[config.mk]
export PLATFORM = sky130hd
export DESIGN_NAME = adder_measure_ctrl
export DESIGN_NICKNAME = d
export VERILOG_FILES = /design/src/rtl/adder_measure_ctrl.sv
export SDC_FILE = /design/constraint.sdc
export NUM_CORES = 1
export LEC_CHECK = 0
export ABC_AREA = 1
export ABC_CLOCK_PERIOD_IN_PS = 12200
export CORE_ASPECT_RATIO = 1.1
export CORE_UTILIZATION = 35
export CTS_BUF_LIST = sky130_fd_sc_hd__clkbuf_16
export CTS_CLUSTER_DIAMETER = 30
export DETAILED_ROUTE_END_ITERATION = 6
export PLACE_DENSITY = 0.59
export SYNTH_ARGS = -nofsm -noshare
export SYNTH_HDL_FRONTEND = slang
export SYNTH_SLANG_ARGS = --single-unit
[constraint.sdc]
create_clock -name wb_clk_i -period 12.2 [get_ports wb_clk_i]
set_clock_uncertainty 0.15 [all_clocks]
set_input_delay 1.22 -clock wb_clk_i [delete_from_list [all_inputs] [get_ports wb_clk_i]]
set_output_delay 1.22 -clock wb_clk_i [all_outputs]
set_load 0.005 [all_outputs]
[src/rtl/adder_measure_ctrl.sv]
// -----------------------------------------------------------------------------
// adder_measure_ctrl
//
// Sequences one delay measurement of an instrumented adder. The operands are
// captured on an accepted start and driven into the adder. The adder's
// ring-oscillator chain is then enabled for 'window' cycles. Rising edges of
// the ring tap are counted through a two-flop synchronizer. Finally the
// adder's sum is checked against the captured operands.
//
// Ports
//   wb_clk_i    sole clock, rising edge
//   wb_rst_i    asynchronous, active-high reset
//   active      block enable; low aborts any measurement back to IDLE
//   start       one-cycle request, accepted only in IDLE with active high
//   a_in, b_in  operands captured on the accepted start
//   window      number of cycles the ring oscillator runs
//   dut_a/b     captured operands, held until the next accepted start
//   dut_run     ring-oscillator enable
//   dut_sum     sum returned by the adder under test
//   ring_pulse  raw ring tap, asynchronous to wb_clk_i
//   busy, done  busy outside IDLE; done is a one-cycle completion pulse
//   ring_count  saturating count of synchronized ring rising edges
//   sum_ok      dut_sum matched a+b (mod 2^32) during CHECK
// -----------------------------------------------------------------------------
module adder_measure_ctrl (
   input  logic        wb_clk_i,
   input  logic        wb_rst_i,
   input  logic        active,
   input  logic        start,
   input  logic [31:0] a_in,
   input  logic [31:0] b_in,
   input  logic [15:0] window,
   output logic [31:0] dut_a,
   output logic [31:0] dut_b,
   output logic        dut_run,
   input  logic [31:0] dut_sum,
   input  logic        ring_pulse,
   output logic        busy,
   output logic        done,
   output logic [31:0] ring_count,
   output logic        sum_ok
);

   typedef enum logic [2:0] {
      S_IDLE, S_SETUP, S_RUN, S_DRAIN, S_CHECK, S_DONE
   } state_e;

   state_e      state_q, state_d;
   logic [15:0] cnt_q, cnt_d;        // cycles spent in the current state
   logic [15:0] win_q, win_d;
   logic [31:0] a_q, a_d, b_q, b_d;
   logic [1:0]  sync_q, sync_d;     // [0] metastability stage, [1] stable
   logic        prev_q, prev_d;     // previous synchronized value for edges
   logic [31:0] count_q, count_d;
   logic        sum_ok_q, sum_ok_d;

   logic        rise;
   logic [31:0] exp_sum;

   assign rise    = sync_q[1] & ~prev_q;
   assign exp_sum = a_q + b_q;       // carry-out intentionally dropped

   always_comb begin
      // NOTE: every signal gets a default before the case so that no path
      // leaves it unassigned, which would otherwise infer a latch.
      state_d  = state_q;
      cnt_d    = cnt_q + 16'd1;
      win_d    = win_q;
      a_d      = a_q;
      b_d      = b_q;
      sync_d   = {sync_q[0], ring_pulse};
      prev_d   = sync_q[1];
      count_d  = count_q;
      sum_ok_d = sum_ok_q;

      // DRAIN keeps counting so edges still inside the synchronizer at the
      // end of RUN are not lost.
      if ((state_q == S_RUN || state_q == S_DRAIN) && rise && count_q != 32'hFFFF_FFFF)
         count_d = count_q + 32'd1;

      case (state_q)
         S_IDLE: begin
            cnt_d = 16'd0;
            if (start && active) begin
               state_d  = S_SETUP;
               a_d      = a_in;
               b_d      = b_in;
               win_d    = window;
               count_d  = 32'd0;
               sum_ok_d = 1'b0;
            end
         end
         S_SETUP: begin
            if (cnt_q == 16'd1) begin
               cnt_d   = 16'd0;
               state_d = (win_q == 16'd0) ? S_DRAIN : S_RUN;
            end
         end
         S_RUN: begin
            // win_q is non-zero here; a zero window bypasses RUN.
            if (cnt_q == win_q - 16'd1) begin
               cnt_d   = 16'd0;
               state_d = S_DRAIN;
            end
         end
         S_DRAIN: begin
            if (cnt_q == 16'd2) begin
               cnt_d   = 16'd0;
               state_d = S_CHECK;
            end
         end
         S_CHECK: begin
            sum_ok_d = (dut_sum == exp_sum);
            state_d  = S_DONE;
         end
         S_DONE:  state_d = S_IDLE;
         default: state_d = S_IDLE;
      endcase

      // Dropping the enable aborts from any state and discards the result.
      if (state_q != S_IDLE && !active) begin
         state_d  = S_IDLE;
         cnt_d    = 16'd0;
         sum_ok_d = 1'b0;
      end
   end

   always_ff @(posedge wb_clk_i or posedge wb_rst_i) begin
      if (wb_rst_i) begin
         state_q  <= S_IDLE;
         cnt_q    <= 16'd0;
         win_q    <= 16'd0;
         a_q      <= 32'd0;
         b_q      <= 32'd0;
         sync_q   <= 2'b00;
         prev_q   <= 1'b0;
         count_q  <= 32'd0;
         sum_ok_q <= 1'b0;
      end else begin
         // NOTE: non-blocking assignments so every flop samples pre-edge
         // values; the synchronizer chain depends on this ordering.
         state_q  <= state_d;
         cnt_q    <= cnt_d;
         win_q    <= win_d;
         a_q      <= a_d;
         b_q      <= b_d;
         sync_q   <= sync_d;
         prev_q   <= prev_d;
         count_q  <= count_d;
         sum_ok_q <= sum_ok_d;
      end
   end

   // dut_run and done are gated by active combinationally so an abort takes
   // effect in the same cycle, before the state register catches up.
   assign dut_run    = (state_q == S_RUN) && active;
   assign done       = (state_q == S_DONE) && active;
   assign busy       = (state_q != S_IDLE);
   assign dut_a      = a_q;
   assign dut_b      = b_q;
   assign ring_count = count_q;
   assign sum_ok     = sum_ok_q;

endmodule

# Word level (Yosys, flattened, before mapping)

Index checks and enable logic that the tools add are counted.
W data, S select, Z words.

Register bits after elaboration: 135
Input port bits: 117

$add $sub $neg: 4
Equal/unequal tests: 14
Mux-type cells: 18
Bitwise gates (word level): 2
Reduce and logical (&&, ||, !) cells: 15

Operators with widths:

| kind                    | count |
|---|---|
| $mux W32                | 3 |
| $mux W16                | 4 |
| $pmux W16 S4            | 1 |
| $add A32 B1 Y32 const B | 1 |
| $add A32 B32 Y32        | 1 |
| $eq A32 B32 Y1          | 1 |
| $ne A32 B32 Y1 const B  | 1 |
| $add A16 B1 Y16 const B | 1 |
| $eq A16 B1 Y1 const B   | 1 |
| $eq A16 B16 Y1          | 1 |
| $eq A16 B2 Y1 const B   | 1 |
| $logic_not A16 Y1       | 1 |
| $sub A16 B1 Y16 const B | 1 |
| $mux W3                 | 5 |
| $pmux W3 S5             | 1 |
| $ne A3 B3 Y1 const B    | 3 |
| $eq A3 B2 Y1 const B    | 2 |
| $eq A3 B3 Y1 const B    | 2 |
| $logic_and A1 B1 Y1     | 6 |
| $reduce_bool A3 Y1      | 2 |
| $reduce_and A2 Y1       | 2 |
| $reduce_and A4 Y1       | 1 |
| $eq A3 B1 Y1 const B    | 1 |
| $logic_not A3 Y1        | 1 |
| other kinds (7)         | 9 |

# Depth between registers and ports, before layout

Gate-level depths: netlist (run 1).

Depth after elaboration: 7
Depth in mapped cells: 18

# Worst setup path after synthesis (run 1)

Ideal clock, no wire load.

Path kind: input to output
Start point: input active
End point: output dut_run
Arrival: 1528 ps
Slack: 9302 ps
Stages on the path: 2
Buffers on the path: 0
Path through: inv_1 -> nor4_1

Word-level cells in the longest chain between the ends: 1

Ends and longest elaborated chain:

| item                | RTL line | text |
|---|---|---|
| from (decl)         | 28       | `input logic active,` |
| $logic_and A1 B1 Y1 | 156      | `assign dut_run = (state_q == S_RUN) && active;` |
| to (decl)           | 35       | `output logic dut_run,` |

No other way between the ends.

# Final worst setup path (run 1)

Ends and elaborated chain as after synthesis.

==> results.toml, run 1 <==
[cts]
cts.clk_slew.worst_paths_ns = 0.06
post-cts-setup-buffers = 0
ctsHoldBuffers = 0
post_cts_resized = 0
numCtsBuffers = 17
cts_tree = "yes"
cts_buffer_depth = 2
cts_root_buffer = "clkbuf_16"
htree_levels = 4
cts.sinks = 135
clk_latency_ns = 0.44

[logic_synthesis]
async_flop_share_pct = 100
ys_seq_area_share_pct = 34.3
ys_types = 41
synth-compound-area-share_pct = 5.46
yosysWarnings = 0
syn_nets = 1657
avgSynthCellArea_um2 = 6.56
yosys.area_share.simple_pct = 39.9
synth_edf_count = 0
synthMuxAreaShare_pct = 0
synth_top_family_by_area = "simple AND/OR/NAND/NOR gates"
syn_area_um2 = 9860
synth_fa_ha_area_share_pct = 4.77
synth_cells = 1503
synth_area_leaders = "dfrtp_1 34%, nand2_1 22%, inv_1 7.6%"
synth-xor-area-share_pct = 6.54
yosys.area.top_type = "dfrtp_1"
netlist.area_leader.share_pct = 34.3
ys_ff_latch = 135
synth-main-ff-cell = "dfrtp_1"

[finish]
area_growth_pct = 31.5
fillers = 2873
drive_gt1_share_pct = 4.06
final_cell_count_no_fill = 2090
regArea_um2 = 3380
finalCoreUtilization_pct = 46.6
nets = 1868
multi_input_area_um2 = 5600

[power]
p_sw_share_pct = 46.9
power.switching_uw = 1480
seq_power_share_pct = 25.0
p_clk_share_pct = 16.7
power_leakage_uw = 0.00642
vdd_ir_drop_max_mv = 0.110
p_per_area_nw_per_um2 = 244
intPower_uw = 1680
p_comb_share_pct = 58.3

[sta]
drv_slew = 0
relSlewSlack_pct = 22.7
finalHoldViolCount = 0
setup_violations = 0
whs_ns = 0.198
rsz0062_at_grt = "false"
tightest_slew_ns = 1.16
period_share_pct = 32.6
fin_setup_tns_ns = 0
fmax_mhz = 252
period_needed_ns = 3.97

[floorplan]
fp.dieH_um = 178
die-area_um2 = 28800
core_area_um2 = 27800
die_w_um = 162
num_rows = 64
ios = 217
initial_core_util_pct = 35.5

[setup_path]
worstReg2RegStart = "dut_a[0]$_DFFE_PP0P_"
worst-r2r-setup-slack_ns = 9.33
crit_fanout = 3
r2r_cells = 15
r2r_end = "sum_ok$_DFFE_PP0P_"
endpoint = "dut_run"
worstSetupPathType = "in -> out"
critical_path_arrival_ns = 2.60
start_kind = "primary input"
crit_path_end_kind = "output pin"
cp-startpoint = "active"
required_ns = 10.83

[placement]
io_buffers = 216
place_hpwl_um = 24100
dp.cells = 2058
gp_congestion = 0.906

[global_route]
grt_util_all_layers_pct = 22.3
grt_max_degree = 101
grt_pass1_wl_um = 50500
antenna_found_initial = 4
grt_pass1_vias = 9937
grt.overflow.total = 0

[route]
dr.pass1.iters = 5
viasPerCell = 4.78
drc = 0
routed_wl_um = 31000
drtIter0Drc = 692
routedWlPerCell_um = 14.9
vias = 9994
final_antenna_net_count = 0

[job]
cap_violations = 0

[hold_path]
hold_class = "reg -> reg"

[status]
status = "complete, no violations"
## power groups by stage
stage               Clock, uW  Sequential (uW)  Combinational [uW]
global placement            0              797                1830
detailed placement          0              799                1850
finish                    528              789                1840
floorplan                   0              754                1210
CTS                       536              792                1860
global route              556              812                2100
## worst min-delay path by stage
stage,start,to,slack (ns),cells past startpoint
6_report,sync_q[0]$_DFF_PP0_,sync_q[1]$_DFF_PP0_,0.20,0
5_1_grt,sync_q[0]$_DFF_PP0_,sync_q[1]$_DFF_PP0_,0.22,0
4_1_cts,sync_q[0]$_DFF_PP0_,sync_q[1]$_DFF_PP0_,0.20,0
3_5_place_dp,sync_q[0]$_DFF_PP0_,sync_q[1]$_DFF_PP0_,0.18,0
3_3_place_gp,sync_q[0]$_DFF_PP0_,sync_q[1]$_DFF_PP0_,0.18,0
2_1_floorplan,sync_q[0]$_DFF_PP0_,sync_q[1]$_DFF_PP0_,0.18,0
## cells by family after synthesis
family	after synthesis
simple gates	936
xor+xnor	72
buf+inv	231
fa+ha+maj	37
compound gates	92
flops	135
## cells in the mapped netlist, types with 13 or more instances
| master | count |
|---|---|
| nand2_1 | 589 |
| inv_1 | 199 |
| nor2_1 | 146 |
| dfrtp_1 | 135 |
| nand3_1 | 92 |
| xor2_1 | 43 |
| a21oi_1 | 38 |
| ha_1 | 36 |
| nor3_1 | 28 |
| o21ai_0 | 28 |
| xnor2_1 | 28 |
| nand4_1 | 27 |
| clkbuf_1 | 22 |
| nand3b_1 | 13 |
## routing by layer
layer / track usage, % / up-vias / routed length [um]
li1: - / 5134 / -
met1: 28.0 / 4586 / 13600
met2: 39.2 / 223 / 15300
met3: 3.53 / 45 / 1560
met4: 6.41 / 6 / 578
met5: 0 / - / 42
## cells in the final DEF, fill, tap and decap left out, drive strengths merged
master | netlist | routed
nand2 | 598 | 598
clkdlybuf4s50 | 0 | 216
inv | 202 | 206
nor2 | 155 | 155
dfrtp | 135 | 135
nand3 | 96 | 96
xor2 | 43 | 43
a21oi | 38 | 38
ha | 36 | 36
nor3 | 33 | 33
o21ai | 28 | 28
xnor2 | 28 | 28
nand4 | 27 | 27
clkbuf | 22 | 17
nand3b | 13 | 13
nor4 | 7 | 7
a221oi | 7 | 7
clkinv | 2 | 7
a211oi | 6 | 6
o21bai | 6 | 6
or2 | 4 | 4
o21a | 3 | 3
clkinvlp | 0 | 3
buf | 5 | 3
a31oi | 2 | 2
bufinv | 0 | 2
diode | 0 | 1
nand2b | 1 | 1
xnor3 | 1 | 1
and2 | 1 | 1
nor3b | 1 | 1
a21o | 1 | 1
a21boi | 1 | 1
fa | 1 | 1
## registers in the layout, indices dropped and copies added (netlist names)
register and flops:
dut_b 32, ring_count 32, sum_ok 1, sync_q 2, dut_a 32, win_q 16, state_q 3, cnt_q 16
prev_q 1
## critical path: stages
cell and delay, ns:
clkdlybuf4s50_1 0.50, inv_1 0.08, nor4_1 0.25, clkdlybuf4s50_1 0.56
## stage by stage
step	setup slack [ns]	cell area, um^2	total power, uW
4_1_cts	8.21	13000	3190
2_1_floorplan	7.22	9860	1960
6_report	8.23	13000	3160
3_3_place_gp	8.27	12400	2630
3_5_place_dp	8.24	12400	2650
5_1_grt	8.08	13000	3470
## area by class of cell
class / count / area share [%]
multi-input cells: 1137 / 43.2
repair buffers: 219 / 16.9
clock buffers: 17 / 3.28
well taps: 363 / 3.50
inverters: 204 / 5.95
clock inverters: 14 / 1.17
diodes: 1 / 0.0193
flip-flops and latches: 135 / 26.1
Note: power is estimated with default switching activity, not from simulation.
==> run 2, diff against run 1 <==
- ABC_CLOCK_PERIOD_IN_PS: 12200 -> 4050
- clock period: 12.2 -> 4.05 ns (I/O delays scaled with it)
==> results.toml, run 2 (synthesized netlist as in run 1, its figures left out) <==
[cts]
post-cts-setup-buffers = 0
cts.clk_slew.worst_paths_ns = 0.07
htree_levels = 4
clk_latency_ns = 0.44
ctsHoldBuffers = 0
cts_buffer_depth = 2
post_cts_resized = 0
cts.sinks = 135
cts_root_buffer = "clkbuf_16"
cts_tree = "yes"
numCtsBuffers = 17

[status]
status = "complete, no violations"

[finish]
regArea_um2 = 3380
finalCoreUtilization_pct = 46.8
fillers = 2879
final_common_cell = "nand2_1"
nets = 1869
drive_gt1_share_pct = 4.22
multi_input_area_um2 = 5600
final_cell_count_no_fill = 2092
area_growth_pct = 31.8
layout_common_cells = "589 x nand2_1, 216 x clkdlybuf4s50_1, 197 x inv_1"

[power]
p_clk_share_pct = 16.4
intPower_uw = 4980
power.switching_uw = 4600
p_per_area_nw_per_um2 = 737
power_leakage_uw = 0.00643
p_sw_share_pct = 48.1
p_total_uw = 9580
p_comb_share_pct = 59.0
vdd_ir_drop_max_mv = 0.315
seq_power_share_pct = 24.6

[sta]
relSlewSlack_pct = 49.2
fmax_mhz = 358
period_share_pct = 68.9
rsz0062_at_grt = "false"
finalHoldViolCount = 0
period_needed_ns = 2.79
tightest_slew_ns = 0.762
setup_ws_ns = 1.26
setup_violations = 0
drv_slew = 0
fin_setup_tns_ns = 0

[floorplan]
ios = 217
core_area_um2 = 27800
die_w_um = 162
num_rows = 64
initial_core_util_pct = 35.5
die-area_um2 = 28800
fp.dieH_um = 178

[setup_path]
crit_cells = 15
worstReg2RegStart = "dut_a[0]$_DFFE_PP0P_"
worstSetupPathType = "reg -> reg"
critical_path_arrival_ns = 3.01
crit_path_end_kind = "flop"
worst-r2r-setup-slack_ns = 1.26
worstPathCellList = "ha_1 > fa_1 > nand2_1 > nand2_1 > nand3_1 > nand2_1 > nand2_2 > nand2_2 > nand2_1 > nand3b_1 > nand2_1 > nand2_1 > nor2_1 > nand3_1 > o21bai_1"
crit_path_frequent_cell = "nand2_1"
start_kind = "flop"
r2r_cells = 15
crit_path_max_incr_delay_ns = 0.45
r2r_end = "sum_ok$_DFFE_PP0P_"
slowest_stage = "fa_1"
crit_buf_inv = 0
required_ns = 4.27
crit_fanout = 4
crit_family = "simple AND/OR/NAND/NOR gates"

[route]
final_antenna_net_count = 0
viasPerCell = 4.77
routedWlPerCell_um = 15.3
drc = 0
dr.pass1.iters = 5
routed_wl_um = 32100
vias = 9969
drtIter0Drc = 503

[global_route]
grt.overflow.total = 0
grt_max_degree = 136
grt_util_all_layers_pct = 22.5
grt_pass1_vias = 9435
antenna_found_initial = 1
grt_pass1_wl_um = 50200

[hold_path]
whs_path_depth = 0
hold_class = "reg -> reg"
hold_end = "sync_q[1]$_DFF_PP0_"
holdCritStartpoint = "sync_q[0]$_DFF_PP0_"

[placement]
place_hpwl_um = 25000
gp_congestion = 0.931
dp.cells = 2059
io_buffers = 216
place_ws_ns = 1.26

[job]
cap_violations = 0
run 2: cell count changes in the layout (fill, tap and decap cells not counted), sizes merged:
cell / delta
clkinv: -2
bufinv: -2
inv: +6
clkinvlp: -1
buf: +1
run 2: worst max-delay path by stage:
stage / end / slack (ns) / startpoint
finish: sum_ok$_DFFE_PP0P_ / 1.26 / dut_a[0]$_DFFE_PP0P_
global route: sum_ok$_DFFE_PP0P_ / 1.04 / dut_a[0]$_DFFE_PP0P_
CTS: sum_ok$_DFFE_PP0P_ / 1.26 / dut_a[0]$_DFFE_PP0P_
detailed placement: sum_ok$_DFFE_PP0P_ / 1.26 / dut_a[0]$_DFFE_PP0P_
global placement: sum_ok$_DFFE_PP0P_ / 1.33 / dut_a[0]$_DFFE_PP0P_
floorplan: sum_ok$_DFFE_PP0P_ / 1.71 / dut_a[0]$_DFFE_PP0P_
run 2: power by group through the flow:
stage	registers [uW]	clock network, uW	logic, uW
6_report	2360	1570	5650
5_1_grt	2430	1660	6350
4_1_cts	2360	1620	5680
3_5_place_dp	2380	0	5650
3_3_place_gp	2360	0	5660
2_1_floorplan	2270	0	3640
run 2: area by class of cell:
class | instances | share of cell area (%)
multi-input cells | 1137 | 43.1
flip-flops and latches | 135 | 26.0
repair buffers | 220 | 17.1
inverters | 204 | 5.92
well taps | 363 | 3.50
clock buffers | 17 | 3.27
clock inverters | 15 | 1.17
diodes | 1 | 0.0193
run 2: layer usage:
| metal | track usage [%] | wire [um] |
|---|---|---|
| met4 | 5.70 | 449 |
| met2 | 38.4 | 15400 |
| met5 | 0 | 0 |
| met1 | 29.9 | 14900 |
| met3 | 3.02 | 1350 |
run 2: stage by stage:
| stage | cell area [um^2] | hold WS, ns |
|---|---|---|
| 5_1_grt | 13000 | 0.203 |
| 3_3_place_gp | 12400 | 0.186 |
| 6_report | 13000 | 0.202 |
| 4_1_cts | 13000 | 0.202 |
| 2_1_floorplan | 9860 | 0.181 |
| 3_5_place_dp | 12400 | 0.186 |
